$ cat src/rtl/req_ack_pkg.sv
// Shared definitions for the req/ack responder: parameter limits, the
// in-flight counter width calculation and the saturating-counter helper.
package req_ack_pkg;

    localparam int MIN_CHANNELS = 1;
    localparam int MIN_LATENCY  = 1;
    localparam int MIN_SPACING  = 1;
    localparam int MIN_CNT_W    = 2;
    localparam int MAX_CNT_W    = 31;

    // Width that holds 0..latency, the worst-case in-flight count.
    function automatic int out_width(input int latency);
        return $clog2(latency + 1);
    endfunction

    // True while a counter of the given width can still advance without wrapping.
    function automatic logic sat_room(input logic [31:0] value, input int width);
        return value < ((32'd1 << width) - 32'd1);
    endfunction

    function automatic logic params_ok(input int channels, input int latency,
                                       input int min_gap, input int cnt_w);
        return (channels >= MIN_CHANNELS) && (latency >= MIN_LATENCY) &&
               (min_gap >= MIN_SPACING) && (cnt_w >= MIN_CNT_W) && (cnt_w <= MAX_CNT_W);
    endfunction

endpackage

$ cat src/rtl/req_ack_chan.sv
// One responder channel: gap timer, ack delay line, in-flight count, event counters, err.
// Embedded properties are compiled only with REQ_ACK_RESPONDER_ASSERT_EN defined.
module req_ack_chan
    import req_ack_pkg::*;
#(
    parameter int LATENCY = 4,
    parameter int MIN_GAP = 8,
    parameter int CNT_W   = 8
) (
    input  logic                             clk,
    input  logic                             rst,
    input  logic                             req,
    input  logic                             clr_err,
    output logic                             ack,
    output logic                             drop,
    output logic                             err,
    output logic                             busy,
    output logic [out_width(LATENCY)-1:0]    outstanding,
    output logic [CNT_W-1:0]                 req_cnt,
    output logic [CNT_W-1:0]                 ack_cnt
);

    localparam int OUT_W = out_width(LATENCY);
    localparam int TMR_W = $clog2(MIN_GAP + 1);
    localparam logic [TMR_W-1:0] GAP_READY = TMR_W'(MIN_GAP);

    logic [TMR_W-1:0]   gap_tmr;
    logic [LATENCY-1:0] line;
    logic [OUT_W-1:0]   out_nxt;
    logic               ready;
    logic               accept;
    logic               reject;

    assign ready  = (gap_tmr == GAP_READY);
    assign accept = req && ready;
    assign reject = req && !ready;
    // The last stage of the line is itself the ack flop.
    assign ack    = line[LATENCY-1];

    // A rejected req leaves the timer running, so spacing is measured from the last accept.
    always_ff @(posedge clk) begin
        if (rst) begin
            gap_tmr <= GAP_READY;
            line    <= '0;
        end else begin
            if (accept) begin
                gap_tmr <= TMR_W'(1);
            end else if (!ready) begin
                gap_tmr <= gap_tmr + TMR_W'(1);
            end else begin
                gap_tmr <= gap_tmr;
            end
            line <= (line << 1) | LATENCY'(accept);
        end
    end

    always_comb begin
        out_nxt = outstanding;
        case ({accept, ack})
            2'b10:   out_nxt = outstanding + OUT_W'(1);
            2'b01:   out_nxt = outstanding - OUT_W'(1);
            default: out_nxt = outstanding;
        endcase
    end

    // Status and saturating event counters; err keeps priority of a new drop over clr_err.
    always_ff @(posedge clk) begin
        if (rst) begin
            outstanding <= '0;
            busy        <= 1'b0;
            drop        <= 1'b0;
            err         <= 1'b0;
            req_cnt     <= '0;
            ack_cnt     <= '0;
        end else begin
            outstanding <= out_nxt;
            busy        <= (out_nxt != '0);
            drop        <= reject;
            if (reject) begin
                err <= 1'b1;
            end else if (clr_err) begin
                err <= 1'b0;
            end else begin
                err <= err;
            end
            if (accept && sat_room(32'(req_cnt), CNT_W)) begin
                req_cnt <= req_cnt + CNT_W'(1);
            end else begin
                req_cnt <= req_cnt;
            end
            if (ack && sat_room(32'(ack_cnt), CNT_W)) begin
                ack_cnt <= ack_cnt + CNT_W'(1);
            end else begin
                ack_cnt <= ack_cnt;
            end
        end
    end

`ifdef REQ_ACK_RESPONDER_ASSERT_EN
    localparam int OUT_MAX = (LATENCY + MIN_GAP - 1) / MIN_GAP;

    int unsigned since_acc;

    // Independent spacing reference, measured from the last accept.
    always_ff @(posedge clk) begin
        if (rst) begin
            since_acc <= MIN_GAP;
        end else if (accept) begin
            since_acc <= 1;
        end else if (since_acc < MIN_GAP) begin
            since_acc <= since_acc + 1;
        end else begin
            since_acc <= since_acc;
        end
    end

    a_ack_latency: assert property (@(posedge clk) disable iff (rst)
        ack |-> $past(accept, LATENCY));
    a_min_gap: assert property (@(posedge clk) disable iff (rst)
        accept |-> (since_acc >= MIN_GAP));
    a_out_bound: assert property (@(posedge clk) disable iff (rst)
        int'(outstanding) <= OUT_MAX);
    a_cnt_order: assert property (@(posedge clk) disable iff (rst)
        (ack_cnt <= req_cnt) || (req_cnt == {CNT_W{1'b1}}));
    c_overlap: cover property (@(posedge clk) disable iff (rst) outstanding >= OUT_W'(2));
    c_drop: cover property (@(posedge clk) disable iff (rst) drop);
`endif

endmodule

$ cat src/rtl/req_ack_responder.sv
// Multi-channel req/ack responder: CHANNELS independent req_ack_chan instances with
// packed status ports. REQ_ACK_RESPONDER_ASSERT_EN enables the embedded properties.
module req_ack_responder
    import req_ack_pkg::*;
#(
    parameter int CHANNELS = 4,
    parameter int LATENCY  = 4,
    parameter int MIN_GAP  = 8,
    parameter int CNT_W    = 8
) (
    input  logic                                     clk,
    input  logic                                     rst,
    input  logic [CHANNELS-1:0]                      req,
    input  logic                                     clr_err,
    output logic [CHANNELS-1:0]                      ack,
    output logic [CHANNELS-1:0]                      drop,
    output logic [CHANNELS-1:0]                      err,
    output logic [CHANNELS-1:0]                      busy,
    output logic [CHANNELS*out_width(LATENCY)-1:0]   outstanding,
    output logic [CHANNELS*CNT_W-1:0]                req_cnt,
    output logic [CHANNELS*CNT_W-1:0]                ack_cnt
);

    localparam int OUT_W = out_width(LATENCY);

    for (genvar g = 0; g < CHANNELS; g++) begin : g_chan
        req_ack_chan #(
            .LATENCY (LATENCY),
            .MIN_GAP (MIN_GAP),
            .CNT_W   (CNT_W)
        ) u_chan (
            .clk         (clk),
            .rst         (rst),
            .req         (req[g]),
            .clr_err     (clr_err),
            .ack         (ack[g]),
            .drop        (drop[g]),
            .err         (err[g]),
            .busy        (busy[g]),
            .outstanding (outstanding[g*OUT_W +: OUT_W]),
            .req_cnt     (req_cnt[g*CNT_W +: CNT_W]),
            .ack_cnt     (ack_cnt[g*CNT_W +: CNT_W])
        );
    end

`ifdef REQ_ACK_RESPONDER_ASSERT_EN
    a_params: assert property (@(posedge clk) disable iff (rst)
        params_ok(CHANNELS, LATENCY, MIN_GAP, CNT_W));
`endif

endmodule

$ cat config.mk
export PLATFORM = sky130hd
export DESIGN_NAME = req_ack_responder
export DESIGN_NICKNAME = d
export VERILOG_FILES = /design/src/rtl/req_ack_pkg.sv /design/src/rtl/req_ack_chan.sv /design/src/rtl/req_ack_responder.sv
export SDC_FILE = /design/constraint.sdc
export NUM_CORES = 1
export LEC_CHECK = 0
export ABC_AREA = 0
export BUFFER_PORTS_ARGS = -buffer_cell sky130_fd_sc_hd__buf_2
export CAP_MARGIN = 25
export CORE_UTILIZATION = 53
export CTS_CLUSTER_SIZE = 30
export DETAILED_ROUTE_END_ITERATION = 8
export GPL_TIMING_DRIVEN = 0
export MAX_ROUTING_LAYER = met4
export PLACE_DENSITY = 0.85
export REMOVE_ABC_BUFFERS = 1
export SLEW_MARGIN = 20
export SYNTH_ARGS = -nofsm -noshare
export SYNTH_HDL_FRONTEND = slang
export SYNTH_SLANG_ARGS = --single-unit
$ cat constraint.sdc
create_clock -name clk -period 5.3 [get_ports clk]
set_input_delay 0.53 -clock clk [delete_from_list [all_inputs] [get_ports clk]]
set_output_delay 0.53 -clock clk [all_outputs]
set_load 0.1 [all_outputs]
# After elaboration in Yosys (flattened, before gate mapping)

Cells that the tools add are included.
Widths: inputs -> output; s select.

Logic and storage cells: 133
Flip-flop bits (word level): 120
Output and inout port bits: 92

Add/sub/neg operators: 20
Order comparisons: 8
Equal/unequal tests: 16
Bitwise gates (word level): 4
Mux-type cells: 17
Reductions and logical operators: 32

Operators by type and width:

| cell                | count |
|---|---|
| $add 8x1->8 const B | 8 |
| $lt 8x8->1 const B  | 8 |
| $mux 4              | 8 |
| $pmux 3 s2          | 4 |
| $add 4x1->4 const B | 4 |
| $eq 4x4->1 const B  | 4 |
| $logic_and 1x1->1   | 16 |
| $or 4x1->4          | 4 |
| $add 3x1->3 const B | 4 |
| $reduce_bool 3->1   | 4 |
| $sub 3x1->3 const B | 4 |
| $eq 2x1->1 const B  | 4 |
| $eq 2x2->1 const B  | 4 |
| $ne 2x2->1 const B  | 4 |
| $reduce_bool 2->1   | 4 |
| $reduce_or 2->1     | 4 |
| $mux 1              | 5 |
| $logic_not 1->1     | 4 |

# Logic depth before layout (Yosys ltp)

Depth in word-level cells: 5
Gate-level depth with buffers: 11
Mapped depth without buffers: 10

# Cells and area by module

From an unflattened synthesis, not the netlist that was laid out.

Cells, all modules: 548
Area, all modules: 5260.0 µm²

Modules (own cells, without submodules):

| module       | area an instance (µm²) | times used | cells each | sequential area each (µm²) |
|---|---|---|---|---|
| req_ack_chan | 1315.0                 | 4          | 137        | 600.6 |

# Worst setup path before layout

No wires, ideal clock.

Path kind: register -> register
Start point: reg g_chan[2].u_chan.ack_cnt[0]
End point: reg g_chan[2].u_chan.ack_cnt[1]
Setup slack: 3.010 ns
Buffers on the path: 0
Data required time: 5.172 ns
Clock period less this slack: 2.290 ns
Stages on the path, launching flop included: 6
Arrival time: 2.163 ns
Cells stage by stage: dfxtp_1 -> ha_1 -> nand4_1 -> o21ai_0 -> mux2i_1 -> nor2_1

Cells in the longest elaborated chain, start to end: 2

Ends and longest elaborated chain:

| what                   | line               | text |
|---|---|---|
| from (decl)            | req_ack_chan.sv:20 | `output logic [CNT_W-1:0] ack_cnt` |
| from (signal assigned) | req_ack_chan.sv:92 | `ack_cnt <= ack_cnt + CNT_W'(1);` |
| from (signal assigned) | req_ack_chan.sv:94 | `ack_cnt <= ack_cnt;` |
| $lt 8x8->1             | req_ack_pkg.sv:18  | `return value < ((32'd1 << width) - 32'd1);` |
| $logic_and 1x1->1      | req_ack_chan.sv:91 | `if (ack && sat_room(32'(ack_cnt), CNT_W)) begin` |

Parallel ways exist; a longest one is shown, timed or not.
A chain may end at the register's enable or synchronous reset.

# Final worst setup path

Start point: reg g_chan[1].u_chan.gap_tmr[0]
End point: reg g_chan[1].u_chan.busy

Cells in the longest elaborated chain, start to end: 5

Ends and longest elaborated chain:

| what                                     | line               | text |
|---|---|---|
| from (decl)                              | req_ack_chan.sv:27 | `logic [TMR_W-1:0] gap_tmr;` |
| from (signal assigned)                   | req_ack_chan.sv:49 | `gap_tmr <= gap_tmr + TMR_W'(1);` |
| from (signal assigned)                   | req_ack_chan.sv:51 | `gap_tmr <= gap_tmr;` |
| $eq 4x4->1 (*)                           | req_ack_chan.sv:34 | `assign ready = (gap_tmr == GAP_READY);` |
| $logic_and 1x1->1 (*)                    | req_ack_chan.sv:35 | `assign accept = req && ready;` |
| $eq 2x1->1 or $eq 2x2->1 (tied branches) | req_ack_chan.sv:59 | `case ({accept, ack})` |
| $pmux 3 s2 (*)                           | req_ack_chan.sv:59 |  |
| $reduce_bool 3->1 (*)                    | req_ack_chan.sv:77 | `busy <= (out_nxt != '0);` |
| to (signal assigned)                     | req_ack_chan.sv:77 |  |
| to (decl)                                | req_ack_chan.sv:17 | `output logic busy,` |

Mark *: on every way between the ends. The rest lies on a longest branch, timed or not.

==> run metrics <==
status finished clean; R2R setup slack 2.85 ns; largest net degree at the start of global routing 63; Yosys reg bits 120; DRC Markers 0; Vias/cell 5.46; Critical R2R Launch g_chan[1].u_chan.gap_tmr[0]; critical path class flip-flop to flip-flop; CTS tree built; initial drt markers 114; PwrDens 443 nW/µm²; Tmin final 2.45 ns; Slew HR 0.571; Boundary Pins 99; Area after DPL 5770 µm²; GRT Overall Usage 0.216; start point of the critical path g_chan[1].u_chan.gap_tmr[0]; Clock power frac 0.398; Initial Util 0.543; Rows 36; total grt overflow 0; Worst-Skew Late Latency 0.51 ns; drt pass-1 iters 4; Max Clk Rate 408 MHz; PostCTS Resize Cnt 0; postcts setup bufs 0; Routed WL 10500 µm; number of flops mapped to enable cells by yosys 0; clock skew 0.00961 ns; post-cts hold buffer count 0; Hold Path End g_chan[3].u_chan.err; RSZ-0062 raised after global routing false; Int Pwr 1.83 mW; Slew Limit Fails 0; number of port buffers 98; fraction of layout cells with a size suffix above 1 0.207; WHS Path Cells 3; clock buffer count from CTS 17; GP Congestion 0.828; post-synth top area share 0.455; Worst-path clk slew 0.06 ns; Ys Warns 0; Final ANT Viol Nets 0; cell area after layout 6360 µm²; Switch Pwr 985 µW; Worst Reg-to-Reg Cells 10; VDD IR max 0.297 mV; initial antenna violation count 0; LEAKAGE 2.82 nW; asr flop ratio synth 0; Die X 102 µm; Comb power frac 0.233; Sequential Power Share 0.369; maximum capacitance violations 0; largest area contributor in the netlist dfxtp_1; r2r endpoint g_chan[1].u_chan.busy; count leader, synth dfxtp_1; vias 4315; per-cell routed wire length 13.3 µm; Clock Sinks 120; final setup violation count 0; Worst setup SP type flip-flop; Post-Synthesis Cell Area 5280 µm²; Seq/Total Area, Yosys 0.455; Die Span Y 102 µm; Syn Area/Cell 9.44 µm²; most frequent cells after synthesis dfxtp_1 (120), nor2_1 (75), xor2_1 (29), a21oi_1 (26); Core Area 9730 µm²; number of global-route vias before repair 3886; first-pass GRT wire length 17100 µm; ranking of synthesized cells by area dfxtp_1 (46%), nor2_1 (5.3%), xor2_1 (4.8%), ha_1 (4.7%), xnor2_1 (2.8%); Cells after Synth 559; area grow syn2layout 20.5%; crit end category flip-flop; period utilisation layout 0.462; Total Neg Setup Slack 0 ns; slew of the pin with the lowest slew margin 0.643 ns; CP arrival 2.84 ns; Fin. Hold Viols 0; critical path required time 5.69 ns; Die ar. 10400 µm²; Worst Hold Launch req[3]; Crit Path Max Fanout 9; nets 676; H-tree Lvls 4; Root Driver clkbuf_8; placed wire-length estimate 7180 µm; Primary FF master, synth dfxtp_1; Longest Clk Path Bufs 2; diode count 0; Unique masters post-synth 50; hold crit path type primary input to flip-flop; sw frac 0.350
## cells in the final DEF (no fill, tap or decap), types with 17 or more instances in the layout
master / count
dfxtp_1: 120
buf_2: 97
ha_1: 20
xor2_1: 29
xnor2_1: 17
nor2b_1: 21
a21oi_1: 26
nor2_1: 75
nand3_1: 18
nor3_1: 21
## power by group through the flow
stage	sequential [mW]	clock [mW]	combinational (mW)
6_report	1.04	1.12	0.657
5_1_grt	1.05	1.18	0.701
4_1_cts	1.04	1.14	0.660
3_5_place_dp	1.06	0	0.652
3_3_place_gp	1.05	0	0.625
2_1_floorplan	1.36	0	0.222
## layer usage
layer  vias up  share of wire  GRT usage
met1      2035           0.45      0.254
met2       120           0.49      0.349
li1       2145              -          -
met4         0          0.014     0.0892
met5         -              0          -
met3        15          0.046     0.0573
## area by class of cell
cell class                 instances  area [µm²]
sequential                       120        2400
tap                              133         166
timing repair buffer              99         513
clock inverter                    13         146
clock buffer                      19         442
multi-input combinational        393        2640
inverter                          14        52.6
fill                             817        3370
## sequential cells by signal, summed over array words and instances (netlist names)
register                   count
g_chan.u_chan.ack_cnt         32
g_chan.u_chan.busy             4
g_chan.u_chan.line            16
g_chan.u_chan.req_cnt         32
g_chan.u_chan.gap_tmr         16
g_chan.u_chan.outstanding     12
g_chan.u_chan.drop             4
g_chan.u_chan.err              4
## through the flow
| step | util | setup WS (ns) | cells | power (mW) | hold slack (ns) |
|---|---|---|---|---|---|
| after floorplan | - | 3.02 | 527 | 1.58 | 0.414 |
| after global placement | 0.591 | 2.76 | 758 | 1.68 | 0.416 |
| after detailed placement | 0.593 | 2.78 | 759 | 1.71 | 0.425 |
| after CTS | 0.654 | 2.82 | 791 | 2.84 | 0.307 |
| after global routing | 0.654 | 2.70 | 791 | 2.93 | 0.318 |
| final | 0.654 | 2.85 | 791 | 2.82 | 0.321 |
## logic make-up (layout without fill, tap and decap cells)
logic type / count (synthesis) / after routing / synth area share
xor+xnor: 46 / 46 / 0.0763
mux: 15 / 15 / 0.0287
fa+ha+maj: 24 / 24 / 0.0626
simple gates: 219 / 219 / 0.223
compound gates: 89 / 89 / 0.110
buf+inv: 46 / 145 / 0.0448
flops: 120 / 120 / 0.455
## worst max path at each step
| stage | slack [ns] | cells after the start | endpoint |
|---|---|---|---|
| 5_1_grt | 2.70 | 10 | g_chan[1].u_chan.busy |
| 2_1_floorplan | 3.02 | 5 | g_chan[2].u_chan.ack_cnt[1] |
| 3_3_place_gp | 2.76 | 3 | g_chan[3].u_chan.req_cnt[5] |
| 6_report | 2.85 | 10 | g_chan[1].u_chan.busy |
| 4_1_cts | 2.82 | 10 | g_chan[1].u_chan.busy |
| 3_5_place_dp | 2.78 | 9 | g_chan[1].u_chan.busy |
## worst max-delay path: stages, from the launching register on
cell	delay, ns
dfxtp_1	0.34
inv_1	0.07
ha_1	0.19
and4b_1	0.40
inv_1	0.13
ha_1	0.26
fa_1	0.39
xnor2_1	0.14
nor2_1	0.15
xnor2_1	0.16
a21oi_1	0.10
Note: power is estimated with default switching activity, not from simulation.
